==> config.mk <==
export PLATFORM = sky130hd
export DESIGN_NAME = multicycle_control
export DESIGN_NICKNAME = d
export VERILOG_FILES = /design/src/rtl/rv32_pkg.sv /design/src/rtl/instr_classifier.sv /design/src/rtl/multicycle_control.sv
export SDC_FILE = /design/constraint.sdc
export NUM_CORES = 1
export LEC_CHECK = 0
export ABC_AREA = 1
export ABC_CLOCK_PERIOD_IN_PS = 2200
export BUFFER_PORTS_ARGS = -buffer_cell sky130_fd_sc_hd__buf_2
export CELL_PAD_IN_SITES_DETAIL_PLACEMENT = 2
export CELL_PAD_IN_SITES_GLOBAL_PLACEMENT = 2
export CORE_UTILIZATION = 25
export DETAILED_ROUTE_END_ITERATION = 16
export PLACE_DENSITY_LB_ADDON = 0.2
export SLEW_MARGIN = 20
export SYNTH_ARGS = -nofsm -noshare
export SYNTH_HDL_FRONTEND = slang
export SYNTH_SLANG_ARGS = --single-unit
==> constraint.sdc <==
create_clock -name clk_i -period 2.2 [get_ports clk_i]
set_clock_uncertainty 0.1 [all_clocks]
set_input_delay 0 -clock clk_i [delete_from_list [all_inputs] [get_ports clk_i]]
set_output_delay 0 -clock clk_i [all_outputs]
set_load 0.02 [all_outputs]
==> src/rtl/rv32_pkg.sv <==
// Shared definitions for the multi-cycle RV32I control path: opcodes,
// controller states, instruction classes and datapath select encodings.
package rv32_pkg;

  // Base opcodes (instruction bits [6:0])
  localparam logic [6:0] OPC_LOAD     = 7'b0000011;
  localparam logic [6:0] OPC_MISC_MEM = 7'b0001111;
  localparam logic [6:0] OPC_OP_IMM   = 7'b0010011;
  localparam logic [6:0] OPC_AUIPC    = 7'b0010111;
  localparam logic [6:0] OPC_STORE    = 7'b0100011;
  localparam logic [6:0] OPC_OP       = 7'b0110011;
  localparam logic [6:0] OPC_LUI      = 7'b0110111;
  localparam logic [6:0] OPC_BRANCH   = 7'b1100011;
  localparam logic [6:0] OPC_JALR     = 7'b1100111;
  localparam logic [6:0] OPC_JAL      = 7'b1101111;
  localparam logic [6:0] OPC_SYSTEM   = 7'b1110011;

  // Controller states, kept as plain constants so the encoding is visible
  localparam logic [2:0] ST_IDLE      = 3'd0;
  localparam logic [2:0] ST_FETCH     = 3'd1;
  localparam logic [2:0] ST_DECODE    = 3'd2;
  localparam logic [2:0] ST_EXECUTE   = 3'd3;
  localparam logic [2:0] ST_MEM       = 3'd4;
  localparam logic [2:0] ST_WRITEBACK = 3'd5;
  localparam logic [2:0] ST_TRAP      = 3'd6;

  // Instruction classes latched at the end of DECODE
  typedef enum logic [3:0] {
    CLS_R      = 4'd0,
    CLS_I_ALU  = 4'd1,
    CLS_LOAD   = 4'd2,
    CLS_STORE  = 4'd3,
    CLS_BRANCH = 4'd4,
    CLS_JAL    = 4'd5,
    CLS_JALR   = 4'd6,
    CLS_LUI    = 4'd7,
    CLS_AUIPC  = 4'd8,
    CLS_FENCE  = 4'd9,
    CLS_SYSTEM = 4'd10
  } instr_class_e;

  // ALU operand A select
  localparam logic       ALU_A_RS1 = 1'b0;
  localparam logic       ALU_A_PC  = 1'b1;

  // ALU operand B select
  localparam logic [1:0] ALU_B_RS2  = 2'b00;
  localparam logic [1:0] ALU_B_IMM  = 2'b01;
  localparam logic [1:0] ALU_B_FOUR = 2'b10;

  // Immediate format select
  localparam logic [2:0] IMM_I = 3'b000;
  localparam logic [2:0] IMM_S = 3'b001;
  localparam logic [2:0] IMM_B = 3'b010;
  localparam logic [2:0] IMM_U = 3'b011;
  localparam logic [2:0] IMM_J = 3'b100;

  // ALU operation class
  localparam logic [1:0] ALU_OP_ADD   = 2'b00;
  localparam logic [1:0] ALU_OP_CMP   = 2'b01;
  localparam logic [1:0] ALU_OP_FUNCT = 2'b10;

  // Register file write-back source
  localparam logic [1:0] RES_ALU = 2'b00;
  localparam logic [1:0] RES_MEM = 2'b01;
  localparam logic [1:0] RES_PC4 = 2'b10;

  // Memory access size
  localparam logic [1:0] MODE_BYTE = 2'b00;
  localparam logic [1:0] MODE_HALF = 2'b01;
  localparam logic [1:0] MODE_WORD = 2'b10;

  // Trap causes
  localparam logic [1:0] CAUSE_ILLEGAL  = 2'b00;
  localparam logic [1:0] CAUSE_MISALIGN = 2'b01;
  localparam logic [1:0] CAUSE_TIMEOUT  = 2'b10;
  localparam logic [1:0] CAUSE_ECALL    = 2'b11;

  // Natural alignment of an access of the given size at the given low address bits
  function automatic logic is_aligned(input logic [1:0] mode, input logic [1:0] lsb);
    case (mode)
      MODE_HALF: is_aligned = ~lsb[0];
      MODE_WORD: is_aligned = (lsb == 2'b00);
      default:   is_aligned = 1'b1;
    endcase
  endfunction

endpackage

==> src/rtl/instr_classifier.sv <==
// Combinational RV32I classifier: maps opcode/funct3/funct7 onto an
// instruction class and flags encodings the core does not implement.
module instr_classifier
  import rv32_pkg::*;
(
  input  logic [6:0]   opcode_i,
  input  logic [2:0]   funct3_i,
  input  logic [6:0]   funct7_i,
  output instr_class_e class_o,
  output logic         illegal_o
);

  logic f7_zero;
  logic f7_alt;
  logic f3_alt_ok;

  assign f7_zero   = (funct7_i == 7'b0000000);
  assign f7_alt    = (funct7_i == 7'b0100000);
  // Only ADD/SUB and SRL/SRA have an alternate (funct7 = 0100000) form
  assign f3_alt_ok = (funct3_i == 3'b000) || (funct3_i == 3'b101);

  // Opcode decode with per-class encoding legality
  always_comb begin
    class_o   = CLS_R;
    illegal_o = 1'b0;
    case (opcode_i)
      OPC_OP: begin
        class_o   = CLS_R;
        illegal_o = ~(f7_zero | (f7_alt & f3_alt_ok));
      end
      OPC_OP_IMM: begin
        class_o = CLS_I_ALU;
        if (funct3_i == 3'b001) begin
          illegal_o = ~f7_zero;
        end else if (funct3_i == 3'b101) begin
          illegal_o = ~(f7_zero | f7_alt);
        end
      end
      OPC_LOAD: begin
        class_o   = CLS_LOAD;
        illegal_o = (funct3_i == 3'b011) || (funct3_i[2:1] == 2'b11);
      end
      OPC_STORE: begin
        class_o   = CLS_STORE;
        illegal_o = (funct3_i >= 3'b011);
      end
      OPC_BRANCH: begin
        class_o   = CLS_BRANCH;
        illegal_o = (funct3_i[2:1] == 2'b01);
      end
      OPC_JAL:      class_o = CLS_JAL;
      OPC_JALR:     class_o = CLS_JALR;
      OPC_LUI:      class_o = CLS_LUI;
      OPC_AUIPC:    class_o = CLS_AUIPC;
      OPC_MISC_MEM: class_o = CLS_FENCE;
      OPC_SYSTEM:   class_o = CLS_SYSTEM;
      default:      illegal_o = 1'b1;
    endcase
  end

endmodule

==> src/rtl/multicycle_control.sv <==
// Multi-cycle RV32I sequencing controller. Steps each instruction through
// FETCH/DECODE/EXECUTE/MEM/WRITEBACK over one shared valid/ready memory
// port and halts in TRAP on illegal, misaligned or timed-out accesses.
module multicycle_control
  import rv32_pkg::*;
#(
  parameter int unsigned MEM_TIMEOUT = 15,
  parameter int unsigned TO_W        = $clog2(MEM_TIMEOUT + 1)
) (
  input  logic       clk_i,
  input  logic       rst_i,
  input  logic [6:0] opcode_i,
  input  logic [2:0] funct3_i,
  input  logic [6:0] funct7_i,
  input  logic [1:0] addr_lsb_i,
  input  logic       branch_taken_i,
  input  logic       mem_ready_i,
  output logic       mem_req_o,
  output logic       mem_write_o,
  output logic [1:0] mem_mode_o,
  output logic       mem_unsigned_o,
  output logic       ir_write_o,
  output logic       pc_write_o,
  output logic       reg_write_o,
  output logic       alu_src_a_o,
  output logic [1:0] alu_src_b_o,
  output logic [2:0] imm_sel_o,
  output logic [1:0] alu_op_o,
  output logic [1:0] result_src_o,
  output logic       trap_o,
  output logic [1:0] trap_cause_o
);

  // A disabled timeout still needs a legal (1-bit) counter
  localparam int unsigned CNT_W = (TO_W < 1) ? 1 : TO_W;

  logic [2:0]       state_q, state_d;
  instr_class_e     class_q, class_d;
  logic [1:0]       cause_q, cause_d;
  logic [CNT_W-1:0] to_cnt_q, to_cnt_d;

  instr_class_e     dec_class;
  logic             dec_illegal;
  logic             mem_fire;
  logic             timeout_hit;

  instr_classifier u_classifier (
    .opcode_i  (opcode_i),
    .funct3_i  (funct3_i),
    .funct7_i  (funct7_i),
    .class_o   (dec_class),
    .illegal_o (dec_illegal)
  );

  assign mem_fire    = mem_req_o & mem_ready_i;
  // Ready in the limit cycle still completes the access, so it masks the trap
  assign timeout_hit = (MEM_TIMEOUT != 0) && mem_req_o && !mem_ready_i &&
                       (32'(to_cnt_q) == MEM_TIMEOUT);

  // Next-state, class latch and trap cause selection
  always_comb begin
    state_d = state_q;
    class_d = class_q;
    cause_d = cause_q;
    case (state_q)
      ST_IDLE: state_d = ST_FETCH;
      ST_FETCH: begin
        if (mem_fire) begin
          state_d = ST_DECODE;
        end else if (timeout_hit) begin
          state_d = ST_TRAP;
          cause_d = CAUSE_TIMEOUT;
        end
      end
      ST_DECODE: begin
        class_d = dec_class;
        if (dec_illegal) begin
          state_d = ST_TRAP;
          cause_d = CAUSE_ILLEGAL;
        end else if (dec_class == CLS_SYSTEM) begin
          state_d = ST_TRAP;
          cause_d = CAUSE_ECALL;
        end else if (dec_class == CLS_FENCE) begin
          state_d = ST_FETCH;
        end else begin
          state_d = ST_EXECUTE;
        end
      end
      ST_EXECUTE: begin
        case (class_q)
          CLS_LOAD, CLS_STORE: begin
            if (!is_aligned(funct3_i[1:0], addr_lsb_i)) begin
              state_d = ST_TRAP;
              cause_d = CAUSE_MISALIGN;
            end else begin
              state_d = ST_MEM;
            end
          end
          CLS_R, CLS_I_ALU, CLS_LUI, CLS_AUIPC, CLS_JAL, CLS_JALR:
            state_d = ST_WRITEBACK;
          default: state_d = ST_FETCH;
        endcase
      end
      ST_MEM: begin
        if (mem_fire) begin
          state_d = (class_q == CLS_LOAD) ? ST_WRITEBACK : ST_FETCH;
        end else if (timeout_hit) begin
          state_d = ST_TRAP;
          cause_d = CAUSE_TIMEOUT;
        end
      end
      ST_WRITEBACK: state_d = ST_FETCH;
      ST_TRAP:      state_d = ST_TRAP;
      default:      state_d = ST_IDLE;
    endcase
  end

  // Wait-cycle counter: runs only while a request stalls in the same state
  always_comb begin
    to_cnt_d = '0;
    if ((MEM_TIMEOUT != 0) && mem_req_o && !mem_ready_i && (state_d == state_q)) begin
      to_cnt_d = to_cnt_q + 1'b1;
    end
  end

  // Moore output decode from state and latched class; handshake-qualified strobes in FETCH
  always_comb begin
    mem_req_o      = 1'b0;
    mem_write_o    = 1'b0;
    mem_mode_o     = MODE_BYTE;
    mem_unsigned_o = 1'b0;
    ir_write_o     = 1'b0;
    pc_write_o     = 1'b0;
    reg_write_o    = 1'b0;
    alu_src_a_o    = ALU_A_RS1;
    alu_src_b_o    = ALU_B_RS2;
    imm_sel_o      = IMM_I;
    alu_op_o       = ALU_OP_ADD;
    result_src_o   = RES_ALU;
    trap_o         = 1'b0;
    trap_cause_o   = CAUSE_ILLEGAL;
    case (state_q)
      ST_FETCH: begin
        mem_req_o  = 1'b1;
        mem_mode_o = MODE_WORD;
        ir_write_o = mem_ready_i;
        pc_write_o = mem_ready_i;
      end
      ST_EXECUTE: begin
        case (class_q)
          CLS_R: alu_op_o = ALU_OP_FUNCT;
          CLS_I_ALU: begin
            alu_src_b_o = ALU_B_IMM;
            alu_op_o    = ALU_OP_FUNCT;
          end
          CLS_LOAD:  alu_src_b_o = ALU_B_IMM;
          CLS_STORE: begin
            alu_src_b_o = ALU_B_IMM;
            imm_sel_o   = IMM_S;
          end
          CLS_BRANCH: begin
            imm_sel_o  = IMM_B;
            alu_op_o   = ALU_OP_CMP;
            pc_write_o = branch_taken_i;
          end
          CLS_JAL: begin
            alu_src_a_o = ALU_A_PC;
            alu_src_b_o = ALU_B_IMM;
            imm_sel_o   = IMM_J;
            pc_write_o  = 1'b1;
          end
          CLS_JALR: begin
            alu_src_b_o = ALU_B_IMM;
            pc_write_o  = 1'b1;
          end
          CLS_LUI: begin
            alu_src_b_o = ALU_B_IMM;
            imm_sel_o   = IMM_U;
          end
          CLS_AUIPC: begin
            alu_src_a_o = ALU_A_PC;
            alu_src_b_o = ALU_B_IMM;
            imm_sel_o   = IMM_U;
          end
          default: ;
        endcase
      end
      ST_MEM: begin
        mem_req_o      = 1'b1;
        mem_write_o    = (class_q == CLS_STORE);
        mem_mode_o     = funct3_i[1:0];
        mem_unsigned_o = funct3_i[2];
      end
      ST_WRITEBACK: begin
        reg_write_o = 1'b1;
        if (class_q == CLS_LOAD) begin
          result_src_o = RES_MEM;
        end else if ((class_q == CLS_JAL) || (class_q == CLS_JALR)) begin
          result_src_o = RES_PC4;
        end
      end
      ST_TRAP: begin
        trap_o       = 1'b1;
        trap_cause_o = cause_q;
      end
      default: ;
    endcase
  end

  // Control state registers; reset returns to IDLE and drops any request at once
  always_ff @(posedge clk_i or posedge rst_i) begin
    if (rst_i) begin
      state_q  <= ST_IDLE;
      class_q  <= CLS_R;
      cause_q  <= CAUSE_ILLEGAL;
      to_cnt_q <= '0;
    end else begin
      state_q  <= state_d;
      class_q  <= class_d;
      cause_q  <= cause_d;
      to_cnt_q <= to_cnt_d;
    end
  end

endmodule

==> summary.md <==
| Metric | Value |
|---|---|
| Clock Sinks | `13` |
| Largest net degree at the start of global routing | `14` |
| # setup viols final | `0` |
| Gate Count Post-Synth | `212` |
| 1st-pass router iterations | `4` |
| CTS Root Cell | `clkbuf_8` |
| Vias | `roughly 1,500` |
| N_diodes | `0` |
| CP required | `between 2000 and 2500 ps` |
| CTS tree | `done` |
| Post-DR vias/cell | `~4.6` |
| Layout cells sized above 1 | `between 20% and 30%` |
| Final ANT Viol Nets | `0` |
| Setup TNS | `0 ps` |
| Number of global-route vias before repair | `between 1,500 and 2,000` |
| Worst hold path depth | `3` |
| Final WL | `roughly 4200 um` |
| Clock H-tree levels | `1` |
| Hold WC Path Type | `input port to flip-flop` |
| Die area | `between 5000 and 6000 um2` |
| Post-synthesis net count | `240` |
| Max Root-Sink Buffers | `2` |
| Slew Limit Fails | `0` |
| Die height | `roughly 74 um` |
| Outcome | `finished, final reports clean` |
| Row cnt | `25` |
| Max capacitance violation total | `0` |
| Max VDD drop | `0.0003763 V` |
| Power Dens Cells | `between 900 and 1000 nW/um2` |
| Num ports | `44` |
| Gpl congestion | `roughly 0.79` |
| CTS buffer count | `3` |
| Achievable frequency | `around 550 MHz` |
| I/O Buffers | `between 40 and 50` |
| Chip width | `around 74 um` |
| Clk Latency, worst-skew pair | `about 250 ps` |
| Commonest cells after routing, fill and taps aside | `nand2_1 (47), buf_2 (42), inv_1 (34), nor2_1 (32), nand3_1 (23)` |
| CTS-repair resized insts | `0` |
| Total grt overflow | `0` |
| Routed wire per std cell | `12.83 um` |
| Post-Place Cells | `approximately 320` |
| Worst EP arrival | `1850 ps` |
| Core ar. | `~4800 um2` |
| Setup crit end kind | `flip-flop` |
| Post-CTS Setup Bufs | `0` |
| Normalized max-slew margin | `between 60% and 70%` |
| First-pass GRT wire length | `7024 um` |
| Tot Pwr | `about 1500 uW` |
| Netlist cell types | `28` |
| Final Cycle Share | `~83%` |
| Seq/Total Area, Yosys | `between 20% and 30%` |
| Synthesis-to-finish area growth | `28.59%` |
| Critical path type | `flip-flop to flip-flop` |
| CP Max Fanout | `6` |
| Final hold violations | `0` |
| Worst Max-Slew Pin Slew | `roughly 530 ps` |
| Most common cell after layout, fill and taps aside | `nand2_1` |
| Synthesized flop and latch total | `13` |
| Synth Cell Area | `between 1000 and 1500 um2` |
| Hold slack | `28.78 ps` |
| Post-Layout Cell Count | `between 300 and 400` |
| GRT Util Overall | `17.17%` |
| P_leak | `about 0.00094 uW` |
| Post-Syn Area per Cell | `6.049 um2` |
| Crit path time final | `approximately 1800 ps` |
| Worst-case reg-to-reg path depth | `10` |
| Clock slew at reported path FFs | `approximately 50 ps` |
| Critical path launch point type | `flip-flop` |
| DRT iter0 DRCs | `32` |
| DRC violations left | `0` |
| Initial Util | `26.62%` |
| DP HPWL | `3580 um` |
| Initial antenna violation count | `0` |
| RSZ-0062 raised after global routing | `no` |
| # nets final | `290` |
| Ys Warns | `0` |
[synthesized netlist by cell type, drive strengths merged]
cell type | number | area, um2
and2 | 1 | 6.260
o2111ai | 1 | 8.760
nor3 | 6 | 35.03
nand3 | 26 | 145.1
nor2 | 34 | 137.6
dfrtp | 13 | 325.3
o21ai | 15 | 75.07
xnor2 | 1 | 8.760
nand2 | 48 | 182.7
a21oi | 9 | 48.80
xor2 | 1 | 8.760
o211ai | 4 | 30.03
conb | 1 | 3.750
or2 | 1 | 6.260
inv | 39 | 146.4
nand4 | 4 | 31.28
buf | 2 | 12.51
ha | 5 | 62.56
a211oi | 1 | 7.510
[worst paths after layout]
| kind | start | end | slack (ps) |
|---|---|---|---|
| setup / recovery | state_q[2]$_DFF_PP0_ | to_cnt_q[3]$_DFF_PP0_ | 380 |
| hold / removal | mem_ready_i | state_q[0]$_DFF_PP0_ | 30 |
| setup reg to reg | state_q[2]$_DFF_PP0_ | to_cnt_q[3]$_DFF_PP0_ | 380 |
| hold reg to reg | to_cnt_q[0]$_DFF_PP0_ | to_cnt_q[0]$_DFF_PP0_ | 370 |
| max in group asynchronous | rst_i | state_q[1]$_DFF_PP0_ | 1410 |
| min in group asynchronous | rst_i | cause_q[1]$_DFFE_PP0P_ | 230 |
[per-stage QoR]
stage / util [%] / instance area (um2) / setup WS (ps)
floorplan: - / 1282 / 394.2
global placement: 33.09 / 1594 / 422.9
detailed placement: 33.09 / 1594 / 384.6
CTS: 34.23 / 1649 / 352.7
global route: 34.23 / 1649 / 162.3
finish: 34.23 / 1649 / 378.5
[power breakdown]
part / switching, uW / internal, uW
clock network: 89.5 / 128
registers: 76.9 / 318
logic: 626 / 289
total: 792 / 735
[cells by family (layout without fill, tap and decap cells)]
kind of cell | count (synthesis) | after routing | synth area share [%]
adders and majority gates | 5 | 5 | 4.878
DFF | 13 | 13 | 25.37
buffers and inverters | 41 | 90 | 12.39
AOI/OAI and AO/OA | 30 | 30 | 13.27
and+or+nand+nor | 120 | 120 | 42.44
xor gates and xnor gates | 2 | 2 | 1.366
other | 1 | 1 | 0.2924
[state kept, by name, summed over array words and instances, names as in the netlist]
register  cells
state_q       3
to_cnt_q      4
class_q       4
cause_q       2
[metal layers]
metal / GRT usage (%) / wire [um]
met5: 0 / 0
met4: 5.128 / 46
met3: 3.292 / 123
met2: 28.85 / 1927
met1: 22.19 / 2110
[area by class of cell]
type,count,area [um2]
timing repair buffer,47,250.2
fill,638,3168
inverter,39,146.4
multi-input combinational,158,798.3
sequential,13,325.3
clock buffer,4,45.04
tap,67,83.83
[worst max-delay path: stages, from the launching register on]
cell	delay (ps)
dfrtp_1	430
inv_2	120
nand3_1	230
inv_2	190
nand2_1	150
nand4_1	140
nor2_1	50
nand2_1	90
nand2_1	70
nand3_2	100
nor2_1	50
[timing repair]
item                                    4_1_cts  5_1_grt
endpoints found under the setup margin        0        0
hold endpoints to repair                     13        0
hold buffers                                  1        0
Power figures use the tool's default switching activity.
